`src/rtl/core_pkg.sv`:
```
// Shared core definitions: ALU opcode encoding and the RV32I opcode/funct
// fields recognised by the decode stage and the ALU.
package core_pkg;

    typedef enum logic [4:0] {
        ALU_NOP   = 5'd0,
        ALU_ADD   = 5'd1,
        ALU_SUB   = 5'd2,
        ALU_SLL   = 5'd3,
        ALU_SRL   = 5'd4,
        ALU_SRA   = 5'd5,
        ALU_AND   = 5'd6,
        ALU_OR    = 5'd7,
        ALU_XOR   = 5'd8,
        ALU_SLT   = 5'd9,
        ALU_SLTU  = 5'd10,
        ALU_ADDI  = 5'd11,
        ALU_SLLI  = 5'd12,
        ALU_SRLI  = 5'd13,
        ALU_SRAI  = 5'd14,
        ALU_ANDI  = 5'd15,
        ALU_ORI   = 5'd16,
        ALU_SLTI  = 5'd17,
        ALU_SLTIU = 5'd18,
        ALU_LUI   = 5'd19,
        ALU_AUIPC = 5'd20
    } alu_op_e;

    localparam logic [6:0] OPC_OP     = 7'b0110011;
    localparam logic [6:0] OPC_OP_IMM = 7'b0010011;
    localparam logic [6:0] OPC_LUI    = 7'b0110111;
    localparam logic [6:0] OPC_AUIPC  = 7'b0010111;
    localparam logic [6:0] OPC_BRANCH = 7'b1100011;

    localparam logic [2:0] F3_ADD_SUB = 3'b000;
    localparam logic [2:0] F3_SLL     = 3'b001;
    localparam logic [2:0] F3_SLT     = 3'b010;
    localparam logic [2:0] F3_SLTU    = 3'b011;
    localparam logic [2:0] F3_XOR     = 3'b100;
    localparam logic [2:0] F3_SRL_SRA = 3'b101;
    localparam logic [2:0] F3_OR      = 3'b110;
    localparam logic [2:0] F3_AND     = 3'b111;

    localparam logic [2:0] F3_BEQ = 3'b000;
    localparam logic [2:0] F3_BNE = 3'b001;
    localparam logic [2:0] F3_BLT = 3'b100;
    localparam logic [2:0] F3_BGE = 3'b101;

    localparam logic [6:0] F7_BASE = 7'b0000000;
    localparam logic [6:0] F7_ALT  = 7'b0100000;

endpackage

```
`src/rtl/instr_decoder.sv`:
```
// Purely combinational RV32I decoder (OP, OP-IMM, LUI, AUIPC, BEQ/BNE/BLT/BGE).
import core_pkg::*;

module instr_decoder #(
    parameter int DATA_WIDTH = 32
) (
    input  logic [31:0]           instr,
    output alu_op_e               alu_op,
    output logic [4:0]            rs1_idx,
    output logic [4:0]            rs2_idx,
    output logic [4:0]            rd_idx,
    output logic [DATA_WIDTH-1:0] imm,
    output logic                  use_imm,
    output logic                  use_pc,
    output logic                  rd_we,
    output logic                  is_branch,
    output logic                  illegal
);
    logic [6:0] opcode;
    logic [2:0] funct3;
    logic [6:0] funct7;
    logic       writes_rd;

    assign opcode  = instr[6:0];
    assign funct3  = instr[14:12];
    assign funct7  = instr[31:25];
    assign rs1_idx = instr[19:15];
    assign rs2_idx = instr[24:20];
    assign rd_idx  = instr[11:7];

    // I-type immediates are left zero-padded; the ALU sign-extends them, XORI excepted.
    logic [DATA_WIDTH-1:0] i_imm_zext, i_imm_sext, shamt_imm, u_imm, b_imm;
    assign i_imm_zext = DATA_WIDTH'(instr[31:20]);
    assign i_imm_sext = DATA_WIDTH'($signed(instr[31:20]));
    assign shamt_imm  = DATA_WIDTH'(instr[24:20]);
    assign u_imm      = DATA_WIDTH'($signed({instr[31:12], 12'b0}));
    assign b_imm      = DATA_WIDTH'($signed({instr[31], instr[7], instr[30:25], instr[11:8], 1'b0}));

    always_comb begin
        alu_op    = ALU_NOP;
        imm       = '0;
        use_imm   = 1'b0;
        use_pc    = 1'b0;
        is_branch = 1'b0;
        writes_rd = 1'b0;
        illegal   = 1'b0;
        case (opcode)
            OPC_OP: begin
                writes_rd = 1'b1;
                if (funct7 == F7_BASE) begin
                    case (funct3)
                        F3_ADD_SUB: alu_op = ALU_ADD;
                        F3_SLL:     alu_op = ALU_SLL;
                        F3_SLT:     alu_op = ALU_SLT;
                        F3_SLTU:    alu_op = ALU_SLTU;
                        F3_XOR:     alu_op = ALU_XOR;
                        F3_SRL_SRA: alu_op = ALU_SRL;
                        F3_OR:      alu_op = ALU_OR;
                        default:    alu_op = ALU_AND;
                    endcase
                end else if (funct7 == F7_ALT && funct3 == F3_ADD_SUB) begin
                    alu_op = ALU_SUB;
                end else if (funct7 == F7_ALT && funct3 == F3_SRL_SRA) begin
                    alu_op = ALU_SRA;
                end else begin
                    illegal = 1'b1;
                end
            end
            OPC_OP_IMM: begin
                writes_rd = 1'b1;
                use_imm   = 1'b1;
                imm       = i_imm_zext;
                case (funct3)
                    F3_ADD_SUB: alu_op = ALU_ADDI;
                    F3_SLT:     alu_op = ALU_SLTI;
                    F3_SLTU:    alu_op = ALU_SLTIU;
                    F3_OR:      alu_op = ALU_ORI;
                    F3_AND:     alu_op = ALU_ANDI;
                    F3_XOR: begin
                        alu_op = ALU_XOR;
                        imm    = i_imm_sext;
                    end
                    F3_SLL: begin
                        imm = shamt_imm;
                        if (funct7 == F7_BASE) alu_op = ALU_SLLI;
                        else illegal = 1'b1;
                    end
                    default: begin
                        imm = shamt_imm;
                        if (funct7 == F7_BASE) alu_op = ALU_SRLI;
                        else if (funct7 == F7_ALT) alu_op = ALU_SRAI;
                        else illegal = 1'b1;
                    end
                endcase
            end
            OPC_LUI, OPC_AUIPC: begin
                writes_rd = 1'b1;
                use_imm   = 1'b1;
                imm       = u_imm;
                use_pc    = (opcode == OPC_AUIPC);
                alu_op    = (opcode == OPC_AUIPC) ? ALU_AUIPC : ALU_LUI;
            end
            OPC_BRANCH: begin
                is_branch = 1'b1;
                imm       = b_imm;
                case (funct3)
                    F3_BEQ, F3_BNE, F3_BLT, F3_BGE: alu_op = ALU_SUB;
                    default:                        illegal = 1'b1;
                endcase
            end
            default: illegal = 1'b1;
        endcase
        if (illegal) begin
            alu_op    = ALU_NOP;
            imm       = '0;
            use_imm   = 1'b0;
            use_pc    = 1'b0;
            is_branch = 1'b0;
            writes_rd = 1'b0;
        end
    end

    assign rd_we = writes_rd && (rd_idx != 5'd0);

endmodule

```
`src/rtl/decode_stage.sv`:
```
// Decode pipeline register: valid/ready handshake around instr_decoder, with
// branch flush and a saturating count of accepted illegal instructions.
import core_pkg::*;

module decode_stage #(
    parameter int DATA_WIDTH    = 32,
    parameter int OPCODE_LENGTH = 5
) (
    input  logic                     clk,
    input  logic                     reset,
    input  logic                     in_valid,
    output logic                     in_ready,
    input  logic [31:0]              instr,
    input  logic [DATA_WIDTH-1:0]    pc,
    input  logic                     flush,
    output logic                     out_valid,
    input  logic                     out_ready,
    output logic [OPCODE_LENGTH-1:0] alu_op,
    output logic [4:0]               rs1_idx,
    output logic [4:0]               rs2_idx,
    output logic [4:0]               rd_idx,
    output logic [DATA_WIDTH-1:0]    imm,
    output logic                     use_imm,
    output logic                     use_pc,
    output logic                     rd_we,
    output logic                     is_branch,
    output logic [DATA_WIDTH-1:0]    out_pc,
    output logic                     illegal,
    output logic [7:0]               illegal_cnt
);
    alu_op_e               dec_alu_op;
    logic [4:0]            dec_rs1, dec_rs2, dec_rd;
    logic [DATA_WIDTH-1:0] dec_imm;
    logic                  dec_use_imm, dec_use_pc, dec_rd_we, dec_is_branch, dec_illegal;

    instr_decoder #(.DATA_WIDTH(DATA_WIDTH)) u_decoder (
        .instr     (instr),
        .alu_op    (dec_alu_op),
        .rs1_idx   (dec_rs1),
        .rs2_idx   (dec_rs2),
        .rd_idx    (dec_rd),
        .imm       (dec_imm),
        .use_imm   (dec_use_imm),
        .use_pc    (dec_use_pc),
        .rd_we     (dec_rd_we),
        .is_branch (dec_is_branch),
        .illegal   (dec_illegal)
    );

    logic                     out_valid_reg;
    logic [OPCODE_LENGTH-1:0] alu_op_reg;
    logic [4:0]               rs1_reg, rs2_reg, rd_reg;
    logic [DATA_WIDTH-1:0]    imm_reg, pc_reg;
    logic                     use_imm_reg, use_pc_reg, rd_we_reg, is_branch_reg, illegal_reg;
    logic [7:0]               illegal_cnt_reg, illegal_cnt_next;
    logic                     accept;

    assign in_ready = !out_valid_reg || out_ready;
    assign accept   = in_valid && in_ready;

    // An instruction dropped by a coincident flush was still handed over, so it counts.
    assign illegal_cnt_next = (accept && dec_illegal && illegal_cnt_reg != 8'hFF)
                              ? illegal_cnt_reg + 8'd1 : illegal_cnt_reg;

    always_ff @(posedge clk) begin
        if (reset) begin
            out_valid_reg   <= 1'b0;
            alu_op_reg      <= '0;
            rs1_reg         <= '0;
            rs2_reg         <= '0;
            rd_reg          <= '0;
            imm_reg         <= '0;
            pc_reg          <= '0;
            use_imm_reg     <= 1'b0;
            use_pc_reg      <= 1'b0;
            rd_we_reg       <= 1'b0;
            is_branch_reg   <= 1'b0;
            illegal_reg     <= 1'b0;
            illegal_cnt_reg <= '0;
        end else begin
            illegal_cnt_reg <= illegal_cnt_next;
            if (flush) begin
                out_valid_reg <= 1'b0;
            end else if (accept) begin
                out_valid_reg <= 1'b1;
                alu_op_reg    <= OPCODE_LENGTH'(dec_alu_op);
                rs1_reg       <= dec_rs1;
                rs2_reg       <= dec_rs2;
                rd_reg        <= dec_rd;
                imm_reg       <= dec_imm;
                pc_reg        <= pc;
                use_imm_reg   <= dec_use_imm;
                use_pc_reg    <= dec_use_pc;
                rd_we_reg     <= dec_rd_we;
                is_branch_reg <= dec_is_branch;
                illegal_reg   <= dec_illegal;
            end else if (out_ready) begin
                out_valid_reg <= 1'b0;
            end
        end
    end

    assign out_valid   = out_valid_reg;
    assign alu_op      = alu_op_reg;
    assign rs1_idx     = rs1_reg;
    assign rs2_idx     = rs2_reg;
    assign rd_idx      = rd_reg;
    assign imm         = imm_reg;
    assign out_pc      = pc_reg;
    assign use_imm     = use_imm_reg;
    assign use_pc      = use_pc_reg;
    assign rd_we       = rd_we_reg;
    assign is_branch   = is_branch_reg;
    assign illegal     = illegal_reg;
    assign illegal_cnt = illegal_cnt_reg;

endmodule

```
`config.mk`:
```
export PLATFORM = sky130hd
export DESIGN_NAME = decode_stage
export DESIGN_NICKNAME = d
export VERILOG_FILES = /design/src/rtl/core_pkg.sv /design/src/rtl/instr_decoder.sv /design/src/rtl/decode_stage.sv
export SDC_FILE = /design/constraint.sdc
export NUM_CORES = 1
export LEC_CHECK = 0
export BUFFER_PORTS_ARGS = -buffer_cell sky130_fd_sc_hd__clkbuf_2
export CAP_MARGIN = 20
export CORE_MARGIN = 3
export CORE_UTILIZATION = 25
export CTS_CLUSTER_DIAMETER = 120
export DETAILED_ROUTE_END_ITERATION = 10
export PLACE_DENSITY_LB_ADDON = 0.08
export SETUP_SLACK_MARGIN = 0.1
export SKIP_CTS_REPAIR_TIMING = 1
export SLEW_MARGIN = 20
export SYNTH_ARGS = -nofsm -noshare
export SYNTH_HDL_FRONTEND = slang
export SYNTH_SLANG_ARGS = --single-unit
```
`constraint.sdc`:
```
create_clock -name clk -period 3.4 [get_ports clk]
set_input_delay 1.02 -clock clk [delete_from_list [all_inputs] [get_ports clk]]
set_output_delay 1.02 -clock clk [all_outputs]
set_load 0.02 [all_outputs]
```
After elaboration in Yosys (flattened, before gate mapping):

Index checks and enable logic that the tools add are counted.
W data, S select, Z words.

* add/subtract/negate cells: 1
* equality and inequality tests: 14
* multiplexer cells: 34
* bitwise logic cells: 1
* reduce and logical (&&, ||, !) cells: 20

Operators by type and width (count)
* $pmux W32 S3: 1
* $pmux W32 S2: 1
* $pmux W5 S7: 1
* $mux W32: 1
* $pmux W4 S7: 1
* $eq A7 B6 Y1 const B: 3
* $mux W5: 4
* $pmux W5 S4: 1
* $mux W1: 17
* $eq A7 B5 Y1 const B: 2
* $eq A3 B3 Y1 const B: 4
* $add A8 B1 Y8 const B: 1
* $mux W4: 2
* $ne A8 B8 Y1 const B: 1
* $reduce_or A4 Y1: 2
* $eq A7 B7 Y1 const B: 1
* $logic_not A7 Y1: 1
* $eq A3 B2 Y1 const B: 2
* $logic_and A1 B1 Y1: 6
* $mux W3: 2
* $reduce_or A6 Y1: 1
* $reduce_bool A5 Y1: 1
* $reduce_or A5 Y1: 1
* $pmux W1 S4: 1
* other kinds (11): 12

* bits in registers: 98
* output and inout port bits: 99
* word-level logic and storage cells: 83

Logic depth before layout (Yosys ltp):

Gate-level depths: netlist of run 1.

* depth in word-level cells: 8
* depth in mapped cells: 8
* mapped depth without buffers: 7

Hierarchy:

From an unflattened synthesis of run 1, not the netlist that was laid out.

* cell total of the unflattened synthesis: 595
* area total of the unflattened synthesis: 4546.9 sq um

Modules (own cells, without submodules)
* decode_stage: instances 1, cells an instance 436, area each 3563.4 sq um, seq. area each 1961.9 sq um
* instr_decoder: instances 1, cells an instance 159, area each 983.4 sq um, seq. area each 0.0 sq um

Worst setup path after synthesis of run 1:

OpenSTA, ideal clock, no wires.

* path kind: in2reg
* start point: input out_ready
* end point: register imm_reg[10] (netlist: imm[10])
* library setup time: 0.060 ns
* arrival time: 2.795 ns
* required time: 3.340 ns
* path slack: 0.546 ns
* stages on the path: 8
* cells stage by stage: nand2b_1 nand2_1 or2_2 clkbuf_1 or4_1 buf_2 nor3_4 a22o_1

* longest elaborated chain between the ends: 3

RTL lines
* from (decl): line decode_stage.sv:17 `input logic out_ready,`
* $logic_or A1 B1 Y1: line decode_stage.sv:58 `assign in_ready = !out_valid_reg || out_ready;`
* $logic_and A1 B1 Y1: line decode_stage.sv:59 `assign accept = in_valid && in_ready;`
* $reduce_and A2 Y1 (no line)
* to (signal assigned): line decode_stage.sv:90 `imm_reg <= dec_imm;`
* to (decl): line decode_stage.sv:53 `logic [DATA_WIDTH-1:0] imm_reg, pc_reg;`

No other way between the ends.
A chain may end at the register's enable or synchronous reset.

Worst setup path after layout of run 1:

* start point: input instr[28]
* end point: register imm_reg[5] (netlist: imm[5])

* longest elaborated chain between the ends: 7

RTL lines
* from (decl): line decode_stage.sv:13 `input logic [31:0] instr,`
* $eq A7 B6 Y1: line instr_decoder.sv:61, instr_decoder.sv:63, instr_decoder.sv:91
* $logic_and A1 B1 Y1: line instr_decoder.sv:63 `end else if (funct7 == F7_ALT && funct3 == F3_SRL_SRA) begin`
* $mux W1: line instr_decoder.sv:63
* $mux W1: line instr_decoder.sv:61 `end else if (funct7 == F7_ALT && funct3 == F3_ADD_SUB) begin`
* $mux W1: line instr_decoder.sv:50 `if (funct7 == F7_BASE) begin`
* $pmux W1 S4 (*): line instr_decoder.sv:47 `case (opcode)`
* $mux W32 (*): line instr_decoder.sv:113 `if (illegal) begin`

Every way passes the cells marked *; elsewhere a longest branch is shown, timed or not.

==> qor.csv, run 1 <==
metric;value;unit
die_h;132;um
firstDrtPassIters;6;
arrival;3180;ps
overflow;0;
holdWs;446;ps
hpwlAfterDp;9850;um
cts_tree;built;
hp-class;flop to flop;
layout-drive-gt1-share;31.3;%
h-tree-depth;3;
antenna_left;0;
syn_inst;503;
vias;4008;
vdd_drop_max;0.000220;V
rows;45;
clock_latency;350;ps
ys_ff_latch;98;
diodes;0;
core_area;15300;um^2
final_common_cell;clkbuf_2;
place_congestion;0.782;
placed_area;5020;um^2
routedWlPerCell;15.3;um
synth_edf_count;0;
ys_types;48;
io_pins;168;
worstPathRequired;3690;ps
cts_buffers;9;
synth_area;3950;um^2
rsz0062_at_grt;no;
synth_flop_cell;dfxtp_1;
track_usage;15.5;%
clk_pin_slew;70;ps
yosys_warnings;0;
grt_max_degree;51;
via_per_inst;4.59;
setup.worst_path.end_class;flop;
fin_crit;2890;ps
drv_cap;0;
final_cell_area;5340;um^2
p_leak;2.24;nW
clockBufferDepth;2;
synth-async-reset-ratio;0;%
startpoint_type;input port;
max_slew_margin;54.5;%
tightest_slew;682;ps
setup_viol;0;
synth_nets;573;
slew_viol_final;0;
syn2layout_area_growth;35.2;%
clock.fmax;0.346;GHz
final_cell_mix;clkbuf_2 (167), nand2_1 (138), dfxtp_1 (98);
cellPowerDensity;478;nW/um^2
drcViolationCount;0;
outcome;finished, final reports clean;
start_util;25.8;%
worstPathMaxFanout;7;
die_w;132;um
final_hold_viol_count;0;
grt_pass1_vias;4026;
synth_area_leaders;dfxtp_1 (50%), nand2_1 (13%), a21oi_1 (10%);
portBuffers;167;
fin_crit_sh;84.9;%
yosysTopAreaCell;dfxtp_1;
syn_area_per_cell;7.85;um^2
antenna_found_initial;0;
dieArea;17300;um^2
clock-sinks;98;
final_nets;727;
tns;0;ps
ys_seq_area_share;49.7;%
clock-root-buffer;clkbuf_16;
synth_top_area_share;49.7;%
clock_skew;6.73;ps
grt_pass1_wl;21600;um
postRouteWirelength;13400;um
setup.worst_path.class;input port to flop;
first_iter_violations;230;
-- cell families after synthesis --
| group | Yosys count | synth area share (%) |
|---|---|---|
| buffers and inverters | 47 | 4.69 |
| AO/OA/AOI/OAI | 155 | 22.3 |
| adder cells (fa/ha/maj) | 1 | 0.317 |
| XOR/XNOR | 1 | 0.222 |
| multiplexers | 2 | 0.507 |
| flip-flops | 98 | 49.7 |
| AND/OR/NAND/NOR | 199 | 22.3 |
-- cell usage after synthesis, drive strengths merged, types with 3 or more instances --
library cell,instances
buf,7
nand3,6
nand2b,3
nor3,8
nor4,4
clkbuf,33
a31oi,4
o21ai,43
or3,6
a22o,7
or2,4
inv,7
nor2,21
dfxtp,98
a32oi,3
a22oi,3
nand2,138
a21oi,80
-- cell type report --
class | count | area [um^2]
Timing Repair Buffer | 183 | 956
Inverter | 7 | 26.3
Fill cell | 1697 | 9980
Tap cell | 211 | 264
Sequential cell | 98 | 1960
Clock buffer | 13 | 270
Clock inverter | 3 | 46.3
Multi-Input combinational cell | 358 | 1810
-- final timing paths --
check	start	end	slack, ps	depth (start not counted)
worst max-delay path	instr[28]	imm[5]	510	7
worst min-delay path	imm[21]	imm[21]	450	2
worst max register to register	out_valid	imm[5]	1230	6
worst min register to register	imm[21]	imm[21]	450	2
-- metrics by stage --
step                power [mW]  instances  worst slack (ps)  utilization, %
floorplan                 1.37        503               546               -
global placement          1.50        857               154            32.8
detailed placement        1.50        857              86.4            32.8
CTS                       2.60        873               450            34.8
global route              2.66        873               348            34.8
finish                    2.55        873               512            34.8
-- routing by layer --
layer / track usage [%] / part of all wire (%) / up-vias
met2: 25.8 / 49 / 95
met4: 6.13 / 1.5 / 0
met1: 19.3 / 44 / 1871
li1: - / - / 2030
met3: 3.91 / 5.1 / 12
met5: 0 / 0 / -
-- critical path, stage by stage --
cell      delay, ps
clkbuf_2        100
nor4_1          430
a32oi_1         180
a22o_1          260
or4_1           660
nor3_4          350
a22o_1          180
-- power by group --
group | switching, mW | internal, mW | leakage (nW) | total (mW)
Clock | 0.447 | 0.633 | 0.152 | 1.08
Sequential | 0.0190 | 1.18 | 0.796 | 1.20
Combinational | 0.180 | 0.0940 | 1.29 | 0.274
Total | 0.646 | 1.91 | 2.24 | 2.55
No activity file was read; power rests on OpenSTA's default activity.
==> run 2, diff against run 1 <==
- clock period: 3.4 -> 2.5 ns (I/O delays scaled with it)
==> run 2 against run 1 <==
Net effect: die area unchanged; combinational power increased by 51%; register-to-register slack got worse by 520 ps; highest routed layer unchanged; critical endpoint is now imm[8]; core utilization increased by 1.9 points; clock-buffer cell count decreased by 3; largest power group unchanged; cell area increased by 5.6%; sequential cell count unchanged; via count increased by 3.2%; power increased by 37%.
==> qor.csv, run 2 (synthesis results as in run 1) <==
metric;value;unit;change
drcViolationCount;0;;unchanged
grt_pass1_vias;3990;;was 4026
p_leak;2.41;nW;was 2.24 nW
fin_crit_sh;95.7;%;
rsz0062_at_grt;yes;;was no
crit_buf_inv;2;;was 1
setup.worst_path.class;input port to flop;;unchanged
tightest_slew;675;ps;was 682 ps
hp-class;flop to flop;;unchanged
h-tree-depth;3;;unchanged
first_iter_violations;188;;was 230
vdd_drop_max;0.000277;V;was 0.000220 V
postRouteWirelength;13500;um;was 13400 um
worstPathMaxFanout;5;;was 7
io_pins;168;;unchanged
core_area;15300;um^2;unchanged
fin_util;36.8;%;was 34.8%
clock_skew;4.12;ps;was 6.73 ps
place_inst;885;;was 857
place_congestion;0.770;;was 0.782
final_nets;757;;was 727
power.total;3.49;mW;was 2.55 mW
start_util;25.8;%;unchanged
final_hold_viol_count;0;;unchanged
track_usage;15.5;%;about the same
die_w;132;um;unchanged
clk_pin_slew;60;ps;was 70 ps
antenna_found_initial;0;;unchanged
via_per_inst;4.60;;was 4.59
setup_viol;0;;unchanged
p_comb_share;11.9;%;was 10.7%
max_slew_margin;55.0;%;was 54.5%
drv_cap;0;;unchanged
final_common_cell;clkbuf_2;;unchanged
hpwlAfterDp;9890;um;was 9850 um
final_cell_mix;clkbuf_2 (166), nand2_1 (137), dfxtp_1 (98);;was clkbuf_2 (167), nand2_1 (138), dfxtp_1 (98)
startpoint_type;input port;;unchanged
slew_viol_final;0;;unchanged
rows;45;;unchanged
switching_power;861;uW;was 646 uW
slowest_stage;or4_4;;was or4_1
diodes;0;;unchanged
fillers;1690;;was 1697
area.sequential;1960;um^2;unchanged
power_frac_clock;41.3;%;was 42.3%
clock-root-buffer;clkbuf_16;;unchanged
grt_pass1_wl;21600;um;about the same
p_seq_share;46.8;%;was 46.9%
fin_crit;2390;ps;
layout-drive-gt1-share;35.0;%;was 31.3%
firstDrtPassIters;6;;unchanged
vias;4137;;was 4008
internal-power;2.63;mW;was 1.91 mW
multi_input_area;1870;um^2;was 1810 um^2
worst_slack;109;ps;was 512 ps
instances_no_fill;900;;was 873
routedWlPerCell;15.0;um;was 15.3 um
outcome;finished, final reports clean;;unchanged
cpMostUsedCell;a22o_1;;unchanged
die_h;132;um;unchanged
clockBufferDepth;2;;unchanged
clock.fmax;0.418;GHz;
switching_share;24.7;%;was 25.3%
antenna_left;0;;unchanged
overflow;0;;unchanged
syn2layout_area_growth;42.7;%;was 35.2%
pre_cts_slack;-456;ps;was 86.4 ps
cts_tree;built;;unchanged
grt_max_degree;61;;was 51
portBuffers;167;;unchanged
dieArea;17300;um^2;unchanged
crit_path_max_incr_delay;600;ps;was 660 ps
clock_latency;340;ps;was 350 ps
cts_buffers;9;;unchanged
clock-sinks;98;;unchanged
crit_family;simple AND/OR/NAND/NOR gates;;unchanged
cp_cell_sequence;buf_8, nor4_4, a32oi_1, a22o_1, or4_4, nor3_4, buf_6, a22o_1;;was clkbuf_2, nor4_1, a32oi_1, a22o_1, or4_1, nor3_4, a22o_1
worstPathRequired;2790;ps;was 3690 ps
setup.worst_path.end_class;flop;;unchanged
cellPowerDensity;619;nW/um^2;was 478 nW/um^2
arrival;2680;ps;was 3180 ps
## run 2: cell types whose count changed in the layout (fill, tap and decap cells not counted), moves of 2 or more
cell | before | now
nand2b_4 | 0 | 2
buf_8 | 0 | 2
buf_4 | 16 | 43
clkbuf_8 | 3 | 0
nor4_4 | 1 | 3
nand2b_1 | 3 | 1
nor4_1 | 3 | 1
## run 2: final timing paths
| kind | slack [ps] | cells past startpoint | from | endpoint |
|---|---|---|---|---|
| worst max-delay path | 110 | 8 | instr[31] | imm[8] |
| worst min-delay path | 440 | 2 | imm[29] | imm[29] |
| worst max register to register | 710 | 7 | out_valid | imm[8] |
| worst min register to register | 440 | 2 | imm[29] | imm[29] |
## run 2: power groups by stage
| stage | sequential, mW | clock, mW | combinational [mW] |
|---|---|---|---|
| finish | 1.63 | 1.44 | 0.415 |
| global route | 1.64 | 1.56 | 0.460 |
| CTS | 1.63 | 1.50 | 0.416 |
| detailed placement | 1.67 | 0 | 0.415 |
| global placement | 1.66 | 0 | 0.413 |
| floorplan | 1.71 | 0 | 0.160 |
## run 2: worst register-to-register path, stage by stage (launching register included)
cell and delay (ps):
dfxtp_1 340, nand2b_4 80, nand2_2 50, or2_4 230, or4_4 550, nor3_4 220, buf_6 140, a22o_1 120
## run 2: area by class of cell
cell class	count	area share, %
sequential	98	34.8
multi-input combinational	358	33.2
timing repair buffer	213	21.6
inverter	7	0.467
tap	211	4.69
clock buffer	10	4.07
clock inverter	3	1.20
## run 2: layer usage
layer / vias to the layer above / wire [um] / track usage (%)
met5: - / 0 / 0
met4: 0 / 308 / 6.59
met3: 16 / 690 / 3.52
met2: 105 / 6530 / 25.2
met1: 1924 / 5940 / 19.7
li1: 2092 / - / -
## run 2: through the flow
step                      area (um^2)  hold slack (ps)  setup TNS, ps
after floorplan                  3990              523              0
after global routing             5630              469              0
after detailed placement         5270              440         -16130
after global placement           5270              435         -13630
after CTS                        5560              449           -613
final                            5630              444              0
==> run 3, diff against run 2 <==
- CORE_UTILIZATION: 25 -> 43
- TNS_END_PERCENT: unset -> 50
==> run 3 against run 2 <==
Net effect: global-route usage up 6.5 points; power down 15%; maximum frequency up 3.3%; clock power down 35%; combinational power down 3%; worst setup slack better by 77 ps; worst hold slack better by 5.3 ps; clock-buffer cell count up 3; largest cell class unchanged.
==> qor.csv, run 3 (synthesis results as in run 1) <==
metric;value;unit;change
setup.worst_path.end_class;flop;;unchanged
track_usage;22.1;%;was 15.5%
die_h;102;um;was 132 um
fillers;854;;was 1690
fin_util;60.3;%;was 36.8%
final_cell_mix;clkbuf_2 (165), nand2_1 (137), dfxtp_1 (98);;was clkbuf_2 (166), nand2_1 (137), dfxtp_1 (98)
area.sequential;1960;um^2;unchanged
via_per_inst;5.16;;was 4.60
worstPathMaxFanout;6;;was 5
instances_no_fill;793;;was 900
arrival;2610;ps;was 2680 ps
vdd_drop_max;0.000337;V;was 0.000277 V
power.total;2.96;mW;was 3.49 mW
io_pins;168;;unchanged
hp-class;flop to flop;;unchanged
clock.fmax;0.432;GHz;was 0.418 GHz
antenna_left;0;;unchanged
grt_max_degree;62;;was 61
firstDrtPassIters;4;;was 6
worstPathRequired;2800;ps;was 2790 ps
critical_path.startpoint;instr[31];;unchanged
clock-root-buffer;clkbuf_8;;was clkbuf_16
diodes;0;;unchanged
rows;34;;was 45
place_congestion;0.907;;was 0.770
place_inst;778;;was 885
slew_viol_final;0;;unchanged
rsz0062_at_grt;yes;;unchanged
vias;4089;;was 4137
clock_skew;10.9;ps;was 4.12 ps
final_common_cell;clkbuf_2;;unchanged
fin_crit;2310;ps;was 2390 ps
setup_viol;0;;unchanged
tns;0;ps;unchanged
outcome;finished, final reports clean;;unchanged
final_nets;750;;was 757
fin_crit_sh;92.6;%;was 95.7%
dieArea;10400;um^2;was 17300 um^2
clockBufferDepth;2;;unchanged
min_from;alu_op[4];;was imm[29]
clock_latency;360;ps;was 340 ps
grt_pass1_wl;18400;um;was 21600 um
first_iter_violations;132;;was 188
drcViolationCount;0;;unchanged
p_leak;2.31;nW;was 2.41 nW
cts_tree;built;;unchanged
worstReg2RegStart;out_valid;;unchanged
layout-drive-gt1-share;34.6;%;was 35.0%
multi_input_area;1870;um^2;about the same
core_area;8810;um^2;was 15300 um^2
final_hold_viol_count;0;;unchanged
hpwlAfterDp;8530;um;was 9890 um
cts_buffers;9;;unchanged
setup.worst_path.class;input port to flop;;unchanged
portBuffers;167;;unchanged
cellPowerDensity;557;nW/um^2;was 619 nW/um^2
h-tree-depth;3;;unchanged
antenna_found_initial;0;;unchanged
startpoint_type;input port;;unchanged
holdWs;450;ps;was 444 ps
clock-sinks;98;;unchanged
grt_pass1_vias;3860;;was 3990
tightest_slew;635;ps;was 675 ps
max_slew_margin;57.7;%;was 55.0%
postRouteWirelength;11500;um;was 13500 um
start_util;44.8;%;was 25.8%
routedWlPerCell;14.6;um;was 15.0 um
clk_pin_slew;80;ps;was 60 ps
die_w;102;um;was 132 um
overflow;0;;unchanged
drv_cap;0;;unchanged
syn2layout_area_growth;34.6;%;was 42.7%
==> run 3: worst max-delay path, cell delays in order <==
cell and delay, ps:
buf_8 100, nor4_4 300, a32oi_2 160, a22o_1 240, or4_4 580, nor3_4 310
a22o_1 170
==> run 3: path summary, 6_finish.rpt <==
check	endpoint	slack, ps	cells past startpoint
min	alu_op[4]	450	2
max	imm[10]	190	7
min reg2reg	alu_op[4]	450	2
max reg2reg	imm[10]	720	6
==> run 3: per-stage QoR <==
step | setup slack, ps | cell area, um^2
floorplan | 56.3 | 3990
finish | 185 | 5310
detailed placement | -301 | 5100
CTS | 66.0 | 5270
global placement | -336 | 5100
global route | 96.2 | 5310
==> run 3: layout make-up <==
class / instances / area share [%]
Inverter: 7 / 0.494
Timing Repair Buffer: 206 / 21.5
Multi-Input combinational cell: 358 / 35.2
Tap cell: 108 / 2.54
Clock inverter: 3 / 0.471
Clock buffer: 13 / 2.80
Sequential cell: 98 / 36.9
==> run 3: report_power, final <==
group	leakage, nW	internal [mW]	total (mW)	switching, mW
registers	0.796	1.60	1.63	0.0252
clock network	0.0838	0.395	0.929	0.534
logic	1.43	0.156	0.402	0.246
total	2.31	2.15	2.96	0.806
==> run 3: metal layers <==
layer | vias up | part of all wire, % | track usage (%)
li1 | 2074 | - | -
met1 | 1883 | 44 | 28.3
met2 | 116 | 48 | 37.2
met3 | 16 | 6.1 | 4.37
met4 | 0 | 1.8 | 7.47
met5 | - | 0 | 0
